`config.mk`:
```
export PLATFORM = sky130hd
export DESIGN_NAME = trainer
export DESIGN_NICKNAME = d
export VERILOG_FILES = /design/src/rtl/machina_pkg.sv /design/src/rtl/trainer.sv
export SDC_FILE = /design/constraint.sdc
export NUM_CORES = 1
export LEC_CHECK = 0
export CELL_PAD_IN_SITES_DETAIL_PLACEMENT = 1
export CELL_PAD_IN_SITES_GLOBAL_PLACEMENT = 2
export CORE_ASPECT_RATIO = 0.9
export CORE_MARGIN = 2
export CORE_UTILIZATION = 26
export CTS_BUF_LIST = sky130_fd_sc_hd__clkbuf_4 sky130_fd_sc_hd__clkbuf_8
export DETAILED_ROUTE_END_ITERATION = 10
export PLACE_DENSITY = 0.88
export SLEW_MARGIN = 10
export SYNTH_ARGS = -nofsm -noshare
export SYNTH_HDL_FRONTEND = slang
export SYNTH_SLANG_ARGS = --single-unit
```
`constraint.sdc`:
```
create_clock -name clock -period 4.3 [get_ports clock]
set_input_delay 0.86 -clock clock [delete_from_list [all_inputs] [get_ports clock]]
set_output_delay 0.86 -clock clock [all_outputs]
set_load 0.02 [all_outputs]
```
`src/rtl/machina_pkg.sv`:
```
// Shared types and helpers for the trainer sequencer.
//   sample_t        : 8-bit unsigned Q0.8 sample / activation
//   error_t         : signed 16-bit error, range -255..255
//   trainer_state_t : trainer FSM states
//   compute_error   : target - result as a signed 16-bit value
//   abs_error       : magnitude of an error_t
//   sat_add         : saturating add of a magnitude onto a running sum
package machina_pkg;

  typedef logic [7:0]         sample_t;
  typedef logic signed [15:0] error_t;

  typedef enum logic [3:0] {
    ST_IDLE,
    ST_FETCH,
    ST_ISSUE,
    ST_COLLECT,
    ST_EMIT,
    ST_ERROR,
    ST_DRAIN,
    ST_NEXT,
    ST_FIN
  } trainer_state_t;

  // Both operands are zero-extended, so the difference always fits in 16 bits.
  function automatic error_t compute_error(input sample_t target, input sample_t result);
    return $signed({8'h00, target}) - $signed({8'h00, result});
  endfunction

  function automatic logic [15:0] abs_error(input error_t err);
    return err[15] ? 16'(-err) : 16'(err);
  endfunction

  // The sum is carried in 32 bits so one helper serves any accumulator width up
  // to 32; the caller passes its own all-ones ceiling as the saturation limit.
  function automatic logic [31:0] sat_add(input logic [31:0] sum,
                                          input logic [15:0] abs_err,
                                          input logic [31:0] limit);
    logic [32:0] wide;
    wide = {1'b0, sum} + {17'b0, abs_err};
    if (wide > {1'b0, limit}) begin
      return limit;
    end
    return wide[31:0];
  endfunction

endpackage

```
`src/rtl/trainer.sv`:
```
// trainer: sequences one node through forward (and in train mode, backward)
// passes over a stream of labelled samples.
// Ports:
//   clock, reset            : clock, asynchronous active-high reset
//   start, mode, count      : run control; mode/count latched when a run starts
//   busy, done              : run status; done pulses once at the end of a run
//   error_sum               : saturating sum of |target - result| since last start
//   sample_*                : sample source (operand vector + target)
//   node_train              : latched mode for the node, 0 when idle
//   node_forward_*          : operand vector to the node
//   node_result_*           : activation from the node
//   node_error_*            : signed error to the node's backward input
//   node_backprop_*         : node's backward output, drained and discarded
//   result_*                : activation forwarded downstream
module trainer
  import machina_pkg::*;
#(
  parameter int N       = 2,
  parameter int COUNT_W = 16,
  parameter int SUM_W   = 24
) (
  input  logic               clock,
  input  logic               reset,
  input  logic               start,
  input  logic               mode,
  input  logic [COUNT_W-1:0] count,
  output logic               busy,
  output logic               done,
  output logic [SUM_W-1:0]   error_sum,
  input  logic               sample_valid,
  output logic               sample_ready,
  input  logic [N*8-1:0]     sample_data,
  input  logic [7:0]         sample_target,
  output logic               node_train,
  output logic               node_forward_valid,
  input  logic               node_forward_ready,
  output logic [N*8-1:0]     node_forward_data,
  input  logic               node_result_valid,
  output logic               node_result_ready,
  input  logic [7:0]         node_result_data,
  output logic               node_error_valid,
  input  logic               node_error_ready,
  output logic [15:0]        node_error_data,
  input  logic               node_backprop_valid,
  output logic               node_backprop_ready,
  input  logic [N*16-1:0]    node_backprop_data,
  output logic               result_valid,
  input  logic               result_ready,
  output logic [7:0]         result_data
);

  localparam logic [31:0] SUM_MAX = 32'((64'd1 << SUM_W) - 64'd1);

  trainer_state_t     state;
  logic [COUNT_W-1:0] count_q;
  sample_t            target_q;
  error_t             err_now;

  // The backprop vector carries nothing the trainer needs; it is only drained.
  logic backprop_unused;
  assign backprop_unused = ^node_backprop_data;

  assign err_now = compute_error(target_q, node_result_data);

  // Single FSM. Every valid/ready/status output is a register that is set on
  // the transition into the state that owns it and cleared on the way out, so
  // no input valid ever reaches an output ready combinationally. node_train
  // doubles as the latched mode for the whole run.
  always_ff @(posedge clock or posedge reset) begin
    if (reset) begin
      state               <= ST_IDLE;
      busy                <= 1'b0;
      done                <= 1'b0;
      node_train          <= 1'b0;
      sample_ready        <= 1'b0;
      node_forward_valid  <= 1'b0;
      node_result_ready   <= 1'b0;
      result_valid        <= 1'b0;
      node_error_valid    <= 1'b0;
      node_backprop_ready <= 1'b0;
      count_q             <= '0;
      error_sum           <= '0;
      target_q            <= '0;
      node_forward_data   <= '0;
      node_error_data     <= '0;
      result_data         <= '0;
    end else begin
      case (state)
        ST_IDLE: begin
          if (start) begin
            busy       <= 1'b1;
            node_train <= mode;
            count_q    <= count;
            error_sum  <= '0;
            if (count == '0) begin
              state <= ST_FIN;
              done  <= 1'b1;
            end else begin
              state        <= ST_FETCH;
              sample_ready <= 1'b1;
            end
          end
        end

        ST_FETCH: begin
          if (sample_valid) begin
            node_forward_data  <= sample_data;
            target_q           <= sample_target;
            sample_ready       <= 1'b0;
            node_forward_valid <= 1'b1;
            state              <= ST_ISSUE;
          end
        end

        ST_ISSUE: begin
          if (node_forward_ready) begin
            node_forward_valid <= 1'b0;
            node_result_ready  <= 1'b1;
            state              <= ST_COLLECT;
          end
        end

        ST_COLLECT: begin
          if (node_result_valid) begin
            result_data       <= node_result_data;
            node_error_data   <= err_now;
            error_sum         <= SUM_W'(sat_add(32'(error_sum), abs_error(err_now), SUM_MAX));
            node_result_ready <= 1'b0;
            result_valid      <= 1'b1;
            state             <= ST_EMIT;
          end
        end

        ST_EMIT: begin
          if (result_ready) begin
            result_valid <= 1'b0;
            if (node_train) begin
              node_error_valid <= 1'b1;
              state            <= ST_ERROR;
            end else begin
              state <= ST_NEXT;
            end
          end
        end

        ST_ERROR: begin
          if (node_error_ready) begin
            node_error_valid    <= 1'b0;
            node_backprop_ready <= 1'b1;
            state               <= ST_DRAIN;
          end
        end

        ST_DRAIN: begin
          if (node_backprop_valid) begin
            node_backprop_ready <= 1'b0;
            state               <= ST_NEXT;
          end
        end

        // count_q still holds the pre-decrement value here, so 1 means the
        // sample just finished was the last one.
        ST_NEXT: begin
          count_q <= count_q - 1'b1;
          if (count_q == COUNT_W'(1)) begin
            done  <= 1'b1;
            state <= ST_FIN;
          end else begin
            sample_ready <= 1'b1;
            state        <= ST_FETCH;
          end
        end

        ST_FIN: begin
          done       <= 1'b0;
          busy       <= 1'b0;
          node_train <= 1'b0;
          state      <= ST_IDLE;
        end

        default: begin
          state <= ST_IDLE;
        end
      endcase
    end
  end

endmodule

```
==> impl_metrics.env, run 1 <==
export IMPL_slew_headroom_pct=41.20
export IMPL_ioPinCount=163
export IMPL_diodes=0
export IMPL_worstSetupPathType="in -> reg"
export IMPL_hold_path_class="reg -> reg"
export IMPL_layout_drive_gt1_share_pct=26.22
export IMPL_setup_tns_ns=-0.5617
export IMPL_hold_start="result_data[1]$_DFFE_PP0P_"
export IMPL_grt_antenna_before_repair=0
export IMPL_peakVddDrop_uv=452.7
export IMPL_reg2reg_from="target_q[0]$_DFFE_PP0P_"
export IMPL_fp_dieH_um=140.8
export IMPL_pwr_density_cell_nw_per_um2=895.4
export IMPL_dieArea_um2=21960
export IMPL_seqPwrFrac_pct=22.5
export IMPL_outcome="finished with violations"
export IMPL_start_util_pct=26.26
export IMPL_grtUsageTotal_pct=16.45
export IMPL_hold_viol_final=0
export IMPL_fp_coreArea_um2=20580
export IMPL_cap_violations=0
export IMPL_die_x_um=156.0
export IMPL_yosysSeqAreaShare_pct=43.52
export IMPL_final_cell_area_um2=8187
export IMPL_clock_path_buffers=2
export IMPL_ant_nets=0
export IMPL_drt_iter0_drc=184
export IMPL_end_kind="flop"
export IMPL_final_common_cell="clkdlybuf4s50_1"
export IMPL_period_minus_slack_ns=4.451
export IMPL_ys_flop_type="dfrtp_1"
export IMPL_numCtsBuffers=9
export IMPL_dp_hpwl_mm=12.80
export IMPL_rsz0062_at_grt="yes"
export IMPL_yosysWarnings=0
export IMPL_power_switching_w=0.003211
export IMPL_synth_area_um2=5405
export IMPL_intPower_w=0.004119
export IMPL_slew_viol_final=0
export IMPL_tightest_slew_ns=0.8787
export IMPL_drc=0
export IMPL_yosysUniqueCellTypes=58
export IMPL_clock_sinks=94
export IMPL_swShare_pct=43.81
export IMPL_area_growth_pct=51.46
export IMPL_port_buffers=130
export IMPL_viasPerCell=5.016
export IMPL_synth_edf_count=0
export IMPL_fmax_ghz=0.2247
export IMPL_async_reset_ff_share_pct=100.0
export IMPL_routed_wirelength_mm=18.29
export IMPL_clkTransAtPathRegs_ns=0.10
export IMPL_clkPwrFrac_pct=8.9
export IMPL_r2r_slack_ns=-0.07
export IMPL_worstPathArrival_ns=4.72
export IMPL_final_util_pct=39.78
export IMPL_holdPathStages=2
export IMPL_fin_skew_ns=0.01461
export IMPL_grt_pass1_wl_mm=28.90
export IMPL_whs_ns=0.4863
export IMPL_htree_levels=3
export IMPL_place_area_um2=7446
export IMPL_dr_total_vias=5207
export IMPL_p_comb_share_pct=68.6
export IMPL_finalSetupViolations=6
export IMPL_reg2reg_depth=22
export IMPL_finalCritPeriodShare_pct=103.5
export IMPL_cts_tree="built"
export IMPL_grt_pass1_vias=5560
export IMPL_postSynthAreaPerCell_um2=9.400
export IMPL_setup_slack_ns=-0.1508
export IMPL_routabilityCongestion=0.7927
export IMPL_layout_common_cells="126 x clkdlybuf4s50_1, 94 x dfrtp_1, 74 x nand2_1, 74 x buf_4, 34 x nor2_1"
export IMPL_overflow=0
export IMPL_r2r_end="error_sum[23]$_DFFE_PP0P_"
export IMPL_ys_ff_latch=94
export IMPL_clock_latency_ns=0.39
export IMPL_critPathLaunchType="primary input"
export IMPL_worst_ep_required_time_ns=4.57
export IMPL_grt_max_degree=55
export IMPL_p_leak_nw=3.503
export IMPL_holdPathEnd="result_data[1]$_DFFE_PP0P_"
export IMPL_worstPathMaxFanout=7
export IMPL_fin_nets=892
export IMPL_violations="negative setup slack"
export IMPL_routedWlPerCell_um=17.62
export IMPL_synthCells=575
export IMPL_cts_root_buffer="clkbuf_8"
export IMPL_row_count=50
export IMPL_dr_pass1_iters=4
[repair_timing]
action,CTS,global route
gates cloned,0,1
pin swaps,30,49
hold buffers,0,0
resized for setup,38,65
endpoints found under the setup margin,24,24
buffers inserted,15,6
[registers in the layout, summed over array words and instances, names as in the netlist]
name and flops:
sample_ready 1, done 1, count_q 16, error_sum 24
node_forward_data 16, node_forward_valid 1, node_backprop_ready 1, node_result_ready 1
result_data 8, target_q 8, node_error_valid 1, state 4
node_train 1, node_error_data 9, result_valid 1, busy 1
[power groups by stage]
stage          Clock (W)  Sequential (W)  Combinational (W)
6_report        0.000651         0.00165            0.00503
5_1_grt         0.000711         0.00172            0.00546
4_1_cts         0.000678         0.00165            0.00445
3_5_place_dp           0         0.00166            0.00417
3_3_place_gp           0         0.00163            0.00406
2_1_floorplan          0         0.00181            0.00220
[synth_stat cells (4+ instances only)]
| library cell | instances | area share (%) |
|---|---|---|
| dfrtp_1 | 94 | 44 |
| nand2_1 | 75 | 5.2 |
| o21ai_0 | 42 | 3.9 |
| nor2_1 | 37 | 2.6 |
| a21oi_1 | 36 | 3.3 |
| ha_1 | 27 | 6.2 |
| mux2_2 | 25 | 5.2 |
| inv_1 | 22 | 1.5 |
| nor3_1 | 21 | 1.9 |
| clkbuf_1 | 20 | 1.4 |
| xnor2_1 | 18 | 2.9 |
| a31oi_1 | 16 | 1.9 |
| nand3_1 | 11 | 1.0 |
| and3_1 | 10 | 1.2 |
| a21o_1 | 9 | 1.2 |
| o211ai_1 | 8 | 1.1 |
| a211oi_1 | 7 | 0.97 |
| buf_4 | 7 | 0.97 |
| nand2b_1 | 7 | 0.81 |
| a311oi_1 | 6 | 0.97 |
| nor2b_1 | 6 | 0.69 |
| nor4_1 | 6 | 0.69 |
| buf_2 | 5 | 0.46 |
| nand4_1 | 5 | 0.58 |
| o311ai_0 | 5 | 0.81 |
| o21a_1 | 4 | 0.56 |
[critical path, stage by stage]
cell	delay [ns]
buf_8	0.08
ha_4	0.12
inv_2	0.04
fa_2	0.36
a21oi_2	0.14
nor2b_2	0.07
o21a_4	0.23
nor3_4	0.18
o21bai_1	0.08
a21o_2	0.26
nand2b_4	0.16
xnor2_2	0.13
ha_1	0.33
a21o_1	0.20
a21oi_2	0.16
a21oi_2	0.09
o211ai_1	0.30
a21oi_2	0.11
a221o_1	0.40
buf_6	0.17
a32oi_2	0.18
a21oi_1	0.06
[per-stage QoR]
step                      cells  total power (W)  worst slack (ns)
after floorplan             581         0.004009           -0.2444
after global placement     1002         0.005698           -0.8842
after detailed placement   1002         0.005832            -1.056
after CTS                  1033         0.006773          -0.09382
after global routing       1038         0.007886           -0.2786
final                      1038         0.007330           -0.1508
[logic make-up after synthesis]
group / Yosys count / synth area share [%]
buffers and inverters: 54 / 4.352
flip-flops: 94 / 43.52
AND/OR/NAND/NOR: 193 / 17.41
AO/OA/AOI/OAI: 154 / 18.08
XOR/XNOR: 21 / 3.403
other: 1 / 0.06938
multiplexers: 29 / 6.181
adder cells (fa/ha/maj): 29 / 6.991
[layer usage]
layer | vias to the layer above | global-route usage (%) | wire [um]
met4 | 0 | 5.118 | 209
li1 | 2462 | - | -
met1 | 2604 | 21.15 | 8038
met3 | 18 | 4.365 | 1114
met2 | 123 | 27.08 | 8929
met5 | - | 0 | 0
[final cells by class]
cell class	instances	area [um^2]
fillers	2315	12400
multi-input cells	433	3262
flip-flops and latches	94	2352
repair buffers	213	1956
well taps	260	325.3
clock buffers	10	137.6
inverters	22	85.08
clock inverters	6	68.82
[worst max-delay path by stage]
stage                              startpoint                        end  slack [ns]  cells after the start
after global placement    node_result_data[0]  error_sum[21]$_DFFE_PP0P_       -0.88                     20
after global routing      node_result_data[0]  error_sum[21]$_DFFE_PP0P_       -0.28                     21
final                     node_result_data[0]  error_sum[23]$_DFFE_PP0P_       -0.15                     22
after CTS                 node_result_data[0]  error_sum[21]$_DFFE_PP0P_       -0.09                     21
after floorplan           node_result_data[0]  error_sum[21]$_DFFE_PP0P_       -0.24                     21
after detailed placement  node_result_data[0]  error_sum[19]$_DFFE_PP0P_       -1.06                     20
No activity file was read; power rests on OpenSTA's default activity.
==> inputs of run 2 (changes only) <==
- CORE_UTILIZATION: 26 -> 31
- PLACE_DENSITY: 0.88 -> 0.95
- clock period: 4.3 -> 5.12 ns (I/O delays scaled with it)
==> run 2 against run 1 <==
Compared with the run above:
- the run now ends clean
- register-to-register slack improved by 0.59 ns
- design area decreased by 7.0%
- final cell count decreased by 5.2%
- sequential power decreased by 16%
- clock power decreased by 18%
- critical path depth decreased by 1
- die area decreased by 16%
- global-route usage increased by 2.9 points
- via count decreased by 2.2%
==> impl_metrics.env, run 2 (same netlist as run 1, synthesis figures left out) <==
export IMPL_cap_violations=0
export IMPL_startpoint="node_result_data[1]"
export IMPL_end_kind="flop"
export IMPL_hold_start="done$_DFFE_PP0P_"
export IMPL_whs_ns=0.4865
export IMPL_worstPathArrival_ns=5.24
export IMPL_fp_coreArea_um2=16950
export IMPL_critPathLaunchType="primary input"
export IMPL_numCtsBuffers=9
export IMPL_fin_skew_ns=0.005674
export IMPL_finalSetupViolations=0
export IMPL_place_ws_ns=-0.7844
export IMPL_fmax_ghz=0.2015
export IMPL_dieArea_um2=18510
export IMPL_hold_path_class="reg -> reg"
export IMPL_clock_sinks=94
export IMPL_hold_viol_final=0
export IMPL_fp_dieH_um=129.3
export IMPL_reg2reg_from="target_q[0]$_DFFE_PP0P_"
export IMPL_dr_pass1_iters=4
export IMPL_grt_pass1_vias=5731
export IMPL_swShare_pct=44.46
export IMPL_fillCellCount=1938
export IMPL_seqCellArea_um2=2352
export IMPL_port_buffers=130
export IMPL_holdPathStages=1
export IMPL_routedWlPerCell_um=17.51
export IMPL_grt_max_degree=59
export IMPL_ioPinCount=163
export IMPL_routed_wirelength_mm=17.23
export IMPL_intPower_w=0.003016
export IMPL_cts_tree="built"
export IMPL_start_util_pct=31.89
export IMPL_layout_drive_gt1_share_pct=17.89
export IMPL_seqPwrFrac_pct=25.4
export IMPL_period_minus_slack_ns=4.963
export IMPL_clock_path_buffers=2
export IMPL_peakVddDrop_uv=274.2
export IMPL_grt_antenna_before_repair=0
export IMPL_grtUsageTotal_pct=19.37
export IMPL_largest_reg_flops=24
export IMPL_overflow=0
export IMPL_htree_levels=3
export IMPL_layout_common_cells="129 x clkdlybuf4s50_1, 94 x dfrtp_1, 75 x nand2_1, 54 x buf_4, 39 x o21ai_0"
export IMPL_viasPerCell=5.177
export IMPL_dr_total_vias=5094
export IMPL_worst_ep_required_time_ns=5.40
export IMPL_clkTransAtPathRegs_ns=0.10
export IMPL_worstSetupPathType="in -> reg"
export IMPL_clock_latency_ns=0.38
export IMPL_reg_top3="error_sum: 24 flops, count_q: 16 flops, node_forward_data: 16 flops"
export IMPL_drc=0
export IMPL_top_register="error_sum"
export IMPL_reg2reg_depth=22
export IMPL_p_comb_share_pct=64.8
export IMPL_cts_root_buffer="clkbuf_8"
export IMPL_slew_viol_final=0
export IMPL_power_switching_w=0.002415
export IMPL_diodes=0
export IMPL_final_common_cell="clkdlybuf4s50_1"
export IMPL_tightest_slew_ns=1.048
export IMPL_worstPathMaxFanout=5
export IMPL_die_x_um=143.2
export IMPL_dp_hpwl_mm=12.74
export IMPL_finalCritPeriodShare_pct=96.93
export IMPL_routabilityCongestion=0.8160
export IMPL_pwr_density_cell_nw_per_um2=713.0
export IMPL_slew_headroom_pct=30.10
export IMPL_grt_pass1_wl_mm=28.65
export IMPL_outcome="finished, final reports clean"
export IMPL_drt_iter0_drc=232
export IMPL_multi_input_area_um2=2984
export IMPL_setup_slack_ns=0.1573
export IMPL_clkPwrFrac_pct=9.8
export IMPL_fin_nets=863
export IMPL_row_count=45
export IMPL_ant_nets=0
export IMPL_p_leak_nw=3.272
export IMPL_area_growth_pct=40.93
## run 2: cell types whose count changed in the layout (fill, tap and decap cells not counted), sizes merged
cell,delta
buf,-30
clkdlybuf4s50,+3
clkinv,-1
clkinvlp,+1
dlygate4sd2,-2
## run 2: per-stage QoR
| step | cell area [um^2] | total power [W] | TNS, ns | utilization (%) | std cells |
|---|---|---|---|---|---|
| after detailed placement | 7241 | 0.004694 | -14.53 | 42.72 | 962 |
| after global routing | 7617 | 0.005886 | -0.2023 | 44.95 | 984 |
| after CTS | 7490 | 0.005308 | 0 | 44.19 | 979 |
| after global placement | 7241 | 0.004511 | -6.940 | 42.72 | 962 |
| after floorplan | 5428 | 0.003305 | 0 | - | 581 |
| final | 7617 | 0.005431 | 0 | 44.95 | 984 |
## run 2: what timing repair did
action,in CTS,in global routing
hold buffers,0,0
cloned,0,0
pin swaps,4,16
setup endpoints to repair,24,24
buffers inserted,1,5
gates resized for setup,13,23
## run 2: worst max-delay path: stages
cell             delay, ns
clkdlybuf4s50_1       0.46
inv_1                 0.08
fa_2                  0.36
a21oi_2               0.16
nor2b_1               0.08
o21a_2                0.23
nor3_4                0.14
o21bai_1              0.12
a21o_1                0.24
buf_4                 0.17
nor2_1                0.13
xnor2_1               0.16
ha_1                  0.32
a21oi_2               0.24
a21oi_2               0.10
o211ai_1              0.25
a21oi_2               0.11
a221o_1               0.37
buf_4                 0.16
and4_1                0.19
o32ai_1               0.13
## run 2: power by group through the flow
| stage | Combinational, W | Sequential (W) | Clock (W) |
|---|---|---|---|
| floorplan | 0.00179 | 0.00152 | 0 |
| global placement | 0.00316 | 0.00136 | 0 |
| detailed placement | 0.00331 | 0.00139 | 0 |
| CTS | 0.00337 | 0.00138 | 0.000553 |
| global route | 0.00387 | 0.00143 | 0.000579 |
| finish | 0.00352 | 0.00138 | 0.000532 |
## run 2: layout make-up
cell class                 instances  area share (%)
tap                              235           3.860
multi-input combinational        433           39.18
sequential                        94           30.88
inverter                          22           1.101
clock buffer                      10           1.725
timing repair buffer             184           22.34
clock inverter                     6          0.9198
## run 2: path summary, 6_finish.rpt
path,to,slack (ns)
worst max-delay path,error_sum[19]$_DFFE_PP0P_,0.16
worst min-delay path,done$_DFFE_PP0P_,0.49
worst max register to register,error_sum[19]$_DFFE_PP0P_,0.52
worst min register to register,done$_DFFE_PP0P_,0.49
max in group asynchronous,target_q[7]$_DFFE_PP0P_,2.88
min in group asynchronous,done$_DFFE_PP0P_,1.17
## run 2: layer usage
layer  vias to the layer above  part of all wire (%)  GRT usage (%)
li1                       2399                     -              -
met1                      2551                    42          23.42
met2                       126                    50          33.46
met3                        18                   6.5          6.061
met4                         0                   1.6          5.300
met5                         -                     0              0
